<file path="src/rtl/seg7_pkg.sv">
// seg7_pkg: shared constants and hex-to-segment decode for the 7-segment scan driver
//   SEG_OFF    all segments and DP off (active-low)
//   HEX_TABLE  {DP,G..A} active-low patterns for 0..F, DP off
//   hex2seg    nibble -> 7 active-low segment bits {G,F,E,D,C,B,A}
package seg7_pkg;

    localparam logic [7:0] SEG_OFF = 8'hFF;

    localparam logic [7:0] HEX_TABLE [16] = '{
        8'hC0, 8'hF9, 8'hA4, 8'hB0, 8'h99, 8'h92, 8'h82, 8'hF8,
        8'h80, 8'h90, 8'h88, 8'h83, 8'hC6, 8'hA1, 8'h86, 8'h8E
    };

    function automatic logic [6:0] hex2seg(input logic [3:0] nib);
        logic [7:0] e;
        e = HEX_TABLE[nib];
        return e[6:0];
    endfunction

endpackage

</file>
<file path="src/rtl/seg7_scan_timer.sv">
// seg7_scan_timer: slot/digit/frame counters for the multiplexed display scan
//   clk, rst        clock, async active-high reset
//   idx             digit currently being scanned
//   phase           frame counter used as the brightness PWM phase
//   slot_start      first cycle of a digit slot (cnt==0)
//   frame_boundary  last cycle of the frame (cnt==DIV-1, idx==N_DIGITS-1)
//   blank_window    anti-ghost dark cycles at the start of each slot
module seg7_scan_timer #(
    parameter int N_DIGITS  = 4,
    parameter int DIV       = 13,
    parameter int BLANK_CYC = 1,
    parameter int BRIGHT_W  = 4,
    parameter int IW        = N_DIGITS > 1 ? $clog2(N_DIGITS) : 1
) (
    input  logic                clk,
    input  logic                rst,
    output logic [IW-1:0]       idx,
    output logic [BRIGHT_W-1:0] phase,
    output logic                slot_start,
    output logic                frame_boundary,
    output logic                blank_window
);

    localparam int CW = DIV > 1 ? $clog2(DIV) : 1;

    logic [CW-1:0]       cnt_q, cnt_d;
    logic [IW-1:0]       idx_q, idx_d;
    logic [BRIGHT_W-1:0] phase_q, phase_d;
    logic                slot_end;

    always_comb begin
        slot_end       = cnt_q == CW'(DIV - 1);
        frame_boundary = slot_end && idx_q == IW'(N_DIGITS - 1);
        cnt_d          = slot_end ? '0 : cnt_q + CW'(1);
        idx_d          = !slot_end ? idx_q : frame_boundary ? '0 : idx_q + IW'(1);
        phase_d        = frame_boundary ? phase_q + BRIGHT_W'(1) : phase_q;
    end

    always_ff @(posedge clk or posedge rst) begin
        if (rst) begin
            cnt_q   <= '0;
            idx_q   <= '0;
            phase_q <= '0;
        end else begin
            cnt_q   <= cnt_d;
            idx_q   <= idx_d;
            phase_q <= phase_d;
        end
    end

    assign idx          = idx_q;
    assign phase        = phase_q;
    assign slot_start   = cnt_q == '0;
    assign blank_window = 32'(cnt_q) < BLANK_CYC;

endmodule

</file>
<file path="src/rtl/seg7_scan_driver.sv">
// seg7_scan_driver: multiplexed 7-segment driver with double buffering, LZ blanking and PWM brightness
//   clk, rst     clock, async active-high reset
//   load         capture value/dp_in into the pending buffer
//   value        hex nibbles, digit i = value[4i+3:4i]
//   dp_in        decimal point per digit, 1 = lit
//   lz_blank     blank leading zero digits (live)
//   bright       brightness, 0 = dark, all-ones = full (live)
//   digits       one-hot active-high digit enable (registered)
//   segments     {DP,G,F,E,D,C,B,A} active-low (registered)
//   frame_pulse  one-cycle pulse at the start of slot 0
module seg7_scan_driver
    import seg7_pkg::*;
#(
    parameter int N_DIGITS  = 4,
    parameter int DIV       = 13,
    parameter int BLANK_CYC = 1,
    parameter int BRIGHT_W  = 4
) (
    input  logic                  clk,
    input  logic                  rst,
    input  logic                  load,
    input  logic [4*N_DIGITS-1:0] value,
    input  logic [N_DIGITS-1:0]   dp_in,
    input  logic                  lz_blank,
    input  logic [BRIGHT_W-1:0]   bright,
    output logic [N_DIGITS-1:0]   digits,
    output logic [7:0]            segments,
    output logic                  frame_pulse
);

    localparam int IW = N_DIGITS > 1 ? $clog2(N_DIGITS) : 1;

    logic [IW-1:0]         idx;
    logic [BRIGHT_W-1:0]   phase;
    logic                  slot_start, frame_boundary, blank_window;

    logic [4*N_DIGITS-1:0] act_val_q, act_val_d, pend_val_q, pend_val_d;
    logic [N_DIGITS-1:0]   act_dp_q, act_dp_d, pend_dp_q, pend_dp_d;
    logic                  pend_valid_q, pend_valid_d;
    logic [N_DIGITS-1:0]   digits_q, digits_d;
    logic [7:0]            seg_q, seg_d;
    logic                  pulse_q;
    logic [3:0]            nib;
    logic                  upper_zero, blank, en;

    seg7_scan_timer #(
        .N_DIGITS (N_DIGITS),
        .DIV      (DIV),
        .BLANK_CYC(BLANK_CYC),
        .BRIGHT_W (BRIGHT_W),
        .IW       (IW)
    ) u_timer (
        .clk           (clk),
        .rst           (rst),
        .idx           (idx),
        .phase         (phase),
        .slot_start    (slot_start),
        .frame_boundary(frame_boundary),
        .blank_window  (blank_window)
    );

    always_comb begin
        // A load in the boundary cycle bypasses the pending buffer and wins over it.
        act_val_d    = !frame_boundary ? act_val_q : load ? value : pend_valid_q ? pend_val_q : act_val_q;
        act_dp_d     = !frame_boundary ? act_dp_q : load ? dp_in : pend_valid_q ? pend_dp_q : act_dp_q;
        pend_val_d   = (load && !frame_boundary) ? value : pend_val_q;
        pend_dp_d    = (load && !frame_boundary) ? dp_in : pend_dp_q;
        pend_valid_d = !frame_boundary && (load || pend_valid_q);
        nib          = act_val_q[4*idx +: 4];
        upper_zero   = 1'b1;
        for (int j = 0; j < N_DIGITS; j++)
            if (j >= int'(idx) && act_val_q[4*j +: 4] != 4'h0) upper_zero = 1'b0;
        blank        = lz_blank && idx != '0 && upper_zero;
        en           = !blank_window && (bright == '1 || phase < bright);
        digits_d     = en ? N_DIGITS'(1) << idx : '0;
        // Pattern is latched once per slot so live inputs cannot alter a lit digit mid-slot.
        seg_d        = slot_start ? {~act_dp_q[idx], blank ? 7'h7F : hex2seg(nib)} : seg_q;
    end

    always_ff @(posedge clk or posedge rst) begin
        if (rst) begin
            act_val_q    <= '0;
            act_dp_q     <= '0;
            pend_val_q   <= '0;
            pend_dp_q    <= '0;
            pend_valid_q <= 1'b0;
            digits_q     <= '0;
            seg_q        <= SEG_OFF;
            pulse_q      <= 1'b0;
        end else begin
            act_val_q    <= act_val_d;
            act_dp_q     <= act_dp_d;
            pend_val_q   <= pend_val_d;
            pend_dp_q    <= pend_dp_d;
            pend_valid_q <= pend_valid_d;
            digits_q     <= digits_d;
            seg_q        <= seg_d;
            pulse_q      <= frame_boundary;
        end
    end

    assign digits      = digits_q;
    assign segments    = seg_q;
    assign frame_pulse = pulse_q;

endmodule

</file>
<file path="config.mk">
export PLATFORM = sky130hd
export DESIGN_NAME = seg7_scan_driver
export DESIGN_NICKNAME = d
export VERILOG_FILES = /design/src/rtl/seg7_pkg.sv /design/src/rtl/seg7_scan_timer.sv /design/src/rtl/seg7_scan_driver.sv
export SDC_FILE = /design/constraint.sdc
export NUM_CORES = 1
export LEC_CHECK = 0
export CORE_ASPECT_RATIO = 1.2
export CORE_MARGIN = 4
export CORE_UTILIZATION = 57
export CTS_BUF_LIST = sky130_fd_sc_hd__clkbuf_8
export DETAILED_ROUTE_END_ITERATION = 8
export GPL_ROUTABILITY_DRIVEN = 0
export PLACE_DENSITY = 0.81
export SYNTH_ARGS = -nofsm -noshare
export SYNTH_HDL_FRONTEND = slang
export SYNTH_SLANG_ARGS = --single-unit
</file>
<file path="constraint.sdc">
create_clock -name clk -period 3 [get_ports clk]
set_input_delay 0.75 -clock clk [delete_from_list [all_inputs] [get_ports clk]]
set_output_delay 0.75 -clock clk [all_outputs]
set_load 0.005 [all_outputs]
</file>
# Word level (Yosys, flattened, before mapping)
# Memories as Yosys holds them, arrays and structs flattened.
# Cells that the tools add are included.
# op_classes
n_addsub	3
n_lt_le_gt_ge	7
n_eq_ne	3
shifts	2
mux	16
bitwise	2
reduce_logical	21
# op_table
cell	n
16-bit 2-to-1 mux	2
7-bit 2-to-1 mux	3
4-bit 2-to-1 mux	4
4-bit nonzero test	4
16-bit by 5-bit variable part select with 4-bit output	1
1-bit logical AND	9
4-bit by 1-bit adder with 4-bit output, second input constant	2
4-bit equality test, second input constant	2
5-bit greater-or-equal comparator, second input constant	1
1-bit 2-to-1 mux	5
4-bit inverter with 5-bit output	1
1-bit by 2-bit greater-or-equal comparator with 1-bit output, first input constant	2
4-bit zero test	1
4-bit by 1-bit less-than comparator with 1-bit output, second input constant	1
4-bit less-than comparator	1
2-bit nonzero test	2
1-bit by 2-bit left shift with 4-bit output, first input constant	1
2-bit by 3-bit less-than comparator with 1-bit output, second input constant	1
2-bit by 1-bit adder with 2-bit output, second input constant	1
1-bit binary-select mux with 2-bit select	1
2-bit equality test, second input constant	1
2-bit greater-or-equal comparator, first input constant	1
1-bit zero test	2
1-bit logical OR	2
other kinds (3)	3
# word_totals
regBits	64
romBits	128
inputBits	28
out_inout_bits	13
word_cells	66
mem_count	1
# memory_table
memory	words	word_bits	read_ports	rd_clocked_by_memory_dff	write_ports	line	text
(no name shown)	16	8	1	0	0	seg7_pkg.sv:16	e = HEX_TABLE[nib];

# Depth between registers and ports, before layout
# depth
depth_word	8
mapped_depth	9
ltp_nobuf	7

# Modules after synthesis
# Synthesis repeated with hierarchy kept, for this count alone.
# hier_totals
cells_unflattened	274
area_unflattened_um2	3218.1
# by_module_without_submodules
module	n_inst	cells_per_inst	area_each_um2	seq_area_each_um2
seg7_scan_driver	1	236	2725.1	1361.3
seg7_scan_timer	1	38	493.0	250.2

# Least setup slack after synthesis
# Ideal clock, no wire load.
# synth_path
kind	register -> register
from	reg u_timer.idx_q[1] (netlist: u_timer.idx[1])
to	reg seg_q[1] (netlist: segments[1])
setup_time_ps	83
t_arrival_ps	2024
required_time_ps	2917
slack_ps	892
stages_incl_launch_ff	8
path_buffers	1
period_less_slack_ps	2108
path_cell_list	dfrtp_1 -> buf_6 -> mux4_1 -> inv_1 -> ha_1 -> o21ai_0 -> a21oi_1 -> o32a_1
# synth_between
elab_chain_cells	8
word_cells_on_any_way	19
cone_classes	order compare (3); shift (1); mux (7); bitwise (1); reduce/logical (6); memory (1)
# synth_lines
element	line	text
from (decl)	seg7_scan_timer.sv:27	logic [IW-1:0] idx_q, idx_d;
from (signal assigned)	seg7_scan_timer.sv:46	idx_q <= idx_d;
branches (longest 7 deep; another with memory read 16 x 8 bit)	n/a	
7-bit 2-to-1 mux *	seg7_scan_driver.sv:77	seg_d = slot_start ? {~act_dp_q[idx], blank ? 7'h7F : hex2seg(nib)} : seg_q;
to (signal assigned)	seg7_scan_driver.sv:97	seg_q <= seg_d;
to (decl)	seg7_scan_driver.sv:41	logic [7:0] seg_q, seg_d;
# Mark *: on every way between the ends. The select of a mux whose other input is x is not followed.
# A chain may end at the register's enable or synchronous reset.

# Worst setup path in the final report
# Ends and elaborated chain as after synthesis.

==> impl_metrics.tcl <==
set metrics [dict create \
    comb_power_share 0.124 \
    power.leakage_nw 1.76 \
    fillers 394 \
    path_buf_inv 1 \
    hold_class "reg2reg" \
    finalHoldViolCount 0 \
    timing.hold.ws_ns 0.488 \
    finalCritPeriodShare 0.794 \
    rsz0062_at_grt "false" \
    tritoncts "done" \
    async_flop_share 1.00 \
    dp_hpwl_mm 4.11 \
    cp_slowest_cell "mux4_1" \
    powerDensity_mw_per_mm2 496 \
    drive_gt1_frac 0.163 \
    yosysUniqueCellTypes 35 \
    clkPwrFrac 0.364 \
    syn_inst 278 \
    synth_ff_type "dfrtp_1" \
    hold_buffers 0 \
    die_area_mm2 0.00680 \
    vias 2185 \
    grt.total_usage 0.186 \
    cp-start-kind "register" \
    post-route-min-period_ns 2.38 \
    synth_top_area_frac 0.444 \
    final_nets 366 \
    grt_first_pass_wirelength_mm 9.95 \
    grt_max_degree 41 \
    clockBufferDepth 2 \
    syn-mean-instance-area_um2 11.4 \
    critPathMaxStageDelay_ns 0.72 \
    seqPwrFrac 0.512 \
    ys_warn_count 0 \
    synth_area_leaders "dfrtp_1 44%, mux2_2 7.1%, mux2i_1 7.0%, ha_1 6.7%, dfstp_2 6.7%" \
    end_kind "register" \
    ant_nets 0 \
    port_buffers 40 \
    cap_violations 0 \
    rows 29 \
    cp.arrival_ns 2.64 \
    final.setup.tns_ns 0 \
    placed_cells 372 \
    synth_area_mm2 0.00316 \
    yosys.area.top_type "dfrtp_1" \
    fp.dieH_um 89.6 \
    worst_pin_slew_ns 0.586 \
    crit_required_ns 3.26 \
    critPathMaxFanout 9 \
    clock_latency_ns 0.34 \
    avgRoutedWirePerCell_um 14.7 \
    routed_via_density 5.63 \
    die_w_um 76.0 \
    core_area_mm2 0.00533 \
    post-cts-setup-buffers 0 \
    drv_slew 0 \
    p_switching_w 0.000447 \
    crit_chain "mux4_1 > inv_1 > ha_1 > o21ai_0 > a21oi_1 > o32a_1" \
    num_antenna_cells 0 \
    place_area_mm2 0.00361 \
    initial_core_util 0.592 \
    vdd_ir_drop_max_v 0.000432 \
    grt_pass1_vias 2205 \
    drt_wl_total_mm 5.69 \
    fmax_mhz 420 \
    root_buffer "clkbuf_8" \
    finalSetupViolCount 0 \
    route.detailed.drc 0 \
    synth_edf_count 0 \
    crit_type "reg2reg" \
    seq_area_frac_synth 0.510 \
    area_growth_pct 20.1 \
    cell_internal_pwr_w 0.00143 \
    final_area_mm2 0.00379 \
    run_status "complete, no violations" \
    slew_headroom 0.609 \
    cpLargestDelayFamily "multiplexers" \
    setup_ws_ns 0.618 \
    drtPass1Iterations 4 \
    clkSlewWorstSetupHoldPaths_ns 0.07 \
    dp_slack_ns 0.575 \
    drt-initial-drc-count 102 \
    clock-sinks 64 \
    antenna_found_initial 0 \
    htreeDepth 3 \
    gr-total-overflow 0 \
    fin_cells 388 \
    numCtsBuffers 9 \
    io_pins 41 \
    synth_nets 323 \
    ys_ff_latch 64 \
    skew_ns 0.00965 \
    netSwitchingFraction 0.238 \
    cts_resized 0 \
]
## path summary, 6_finish.rpt
kind | endpoint | cells past startpoint | start | slack, ns
hold reg to reg | u_timer.phase[3] | 1 | u_timer.phase[3] | 0.49
max in group asynchronous | segments[3] | 3 | rst | 1.53
min in group asynchronous | u_timer.phase[3] | 2 | rst | 0.79
hold / removal | u_timer.phase[3] | 1 | u_timer.phase[3] | 0.49
setup reg to reg | segments[1] | 6 | u_timer.idx[1] | 0.62
setup / recovery | segments[1] | 6 | u_timer.idx[1] | 0.62
## registers in the layout, indices dropped and copies added (netlist names)
name / cells
segments: 8
frame_pulse: 1
pend_valid_q: 1
pend_dp_q: 4
act_dp_q: 4
pend_val_q: 16
u_timer.phase: 4
act_val_q: 16
digits: 4
u_timer.cnt_q: 4
u_timer.idx: 2
## power groups by stage
stage | clock [W] | sequential (W) | combinational (W)
4_1_cts | 0.000696 | 0.000963 | 0.000238
2_1_floorplan | 0 | 0.000970 | 0.000141
3_3_place_gp | 0 | 0.000976 | 0.000229
6_report | 0.000685 | 0.000962 | 0.000234
3_5_place_dp | 0 | 0.000979 | 0.000236
5_1_grt | 0.000735 | 0.000969 | 0.000262
## through the flow
step                 util  power, W
CTS                 0.711   0.00190
floorplan               -   0.00111
global placement    0.678   0.00121
global route        0.711   0.00197
detailed placement  0.678   0.00121
finish              0.711   0.00188
## metal layers
metal,vias up,share of wire,GRT usage
met5,-,0,0
met4,0,0.023,0.0971
met3,13,0.036,0.0383
met2,38,0.53,0.333
met1,1073,0.41,0.212
li1,1061,-,-
## Yosys cell counts, types with 3 or more instances
library cell	count
inv_1	20
dfrtp_1	56
a21oi_1	30
ha_1	17
a21o_1	5
mux2_2	20
buf_2	6
nand2_1	10
mux4_1	3
nor4_1	3
nor2_1	36
a221oi_1	3
xnor2_1	3
a211oi_1	4
dfstp_2	8
mux2i_1	22
o21ai_0	6
clkbuf_1	4
## area by class of cell
type / count / area [µm²] / share of cell area
well taps: 62 / 77.6 / 0.0204
flip-flops and latches: 64 / 1610 / 0.425
clock inverters: 7 / 56.3 / 0.0148
multi-input cells: 181 / 1400 / 0.369
repair buffers: 45 / 450 / 0.119
clock buffers: 9 / 124 / 0.0326
inverters: 20 / 75.1 / 0.0198
## layout by cell type, fill, tap and decap left out, types with 3 or more instances in the layout
master / synthesis / final
a21oi_1: 30 / 30
mux2_2: 20 / 20
clkdlybuf4s50_1: 0 / 40
clkbuf_8: 0 / 9
dfstp_2: 8 / 8
nor2_1: 36 / 35
dfrtp_1: 56 / 56
a221oi_1: 3 / 3
mux4_1: 3 / 3
nand2_1: 10 / 10
nor4_1: 3 / 3
a211oi_1: 4 / 4
clkinv_2: 0 / 3
inv_1: 20 / 22
xnor2_1: 3 / 3
buf_4: 1 / 4
ha_1: 17 / 17
o21ai_0: 6 / 6
a21o_1: 5 / 5
mux2i_1: 22 / 22
## logic make-up after synthesis
logic type / Yosys count / share of synthesized area
simple gates: 59 / 0.0824
fa+ha+maj: 17 / 0.0673
mux: 47 / 0.180
buf+inv: 33 / 0.0475
compound gates: 55 / 0.104
flops: 64 / 0.510
xor+xnor: 3 / 0.00832
No activity file was read; power rests on OpenSTA's default activity.
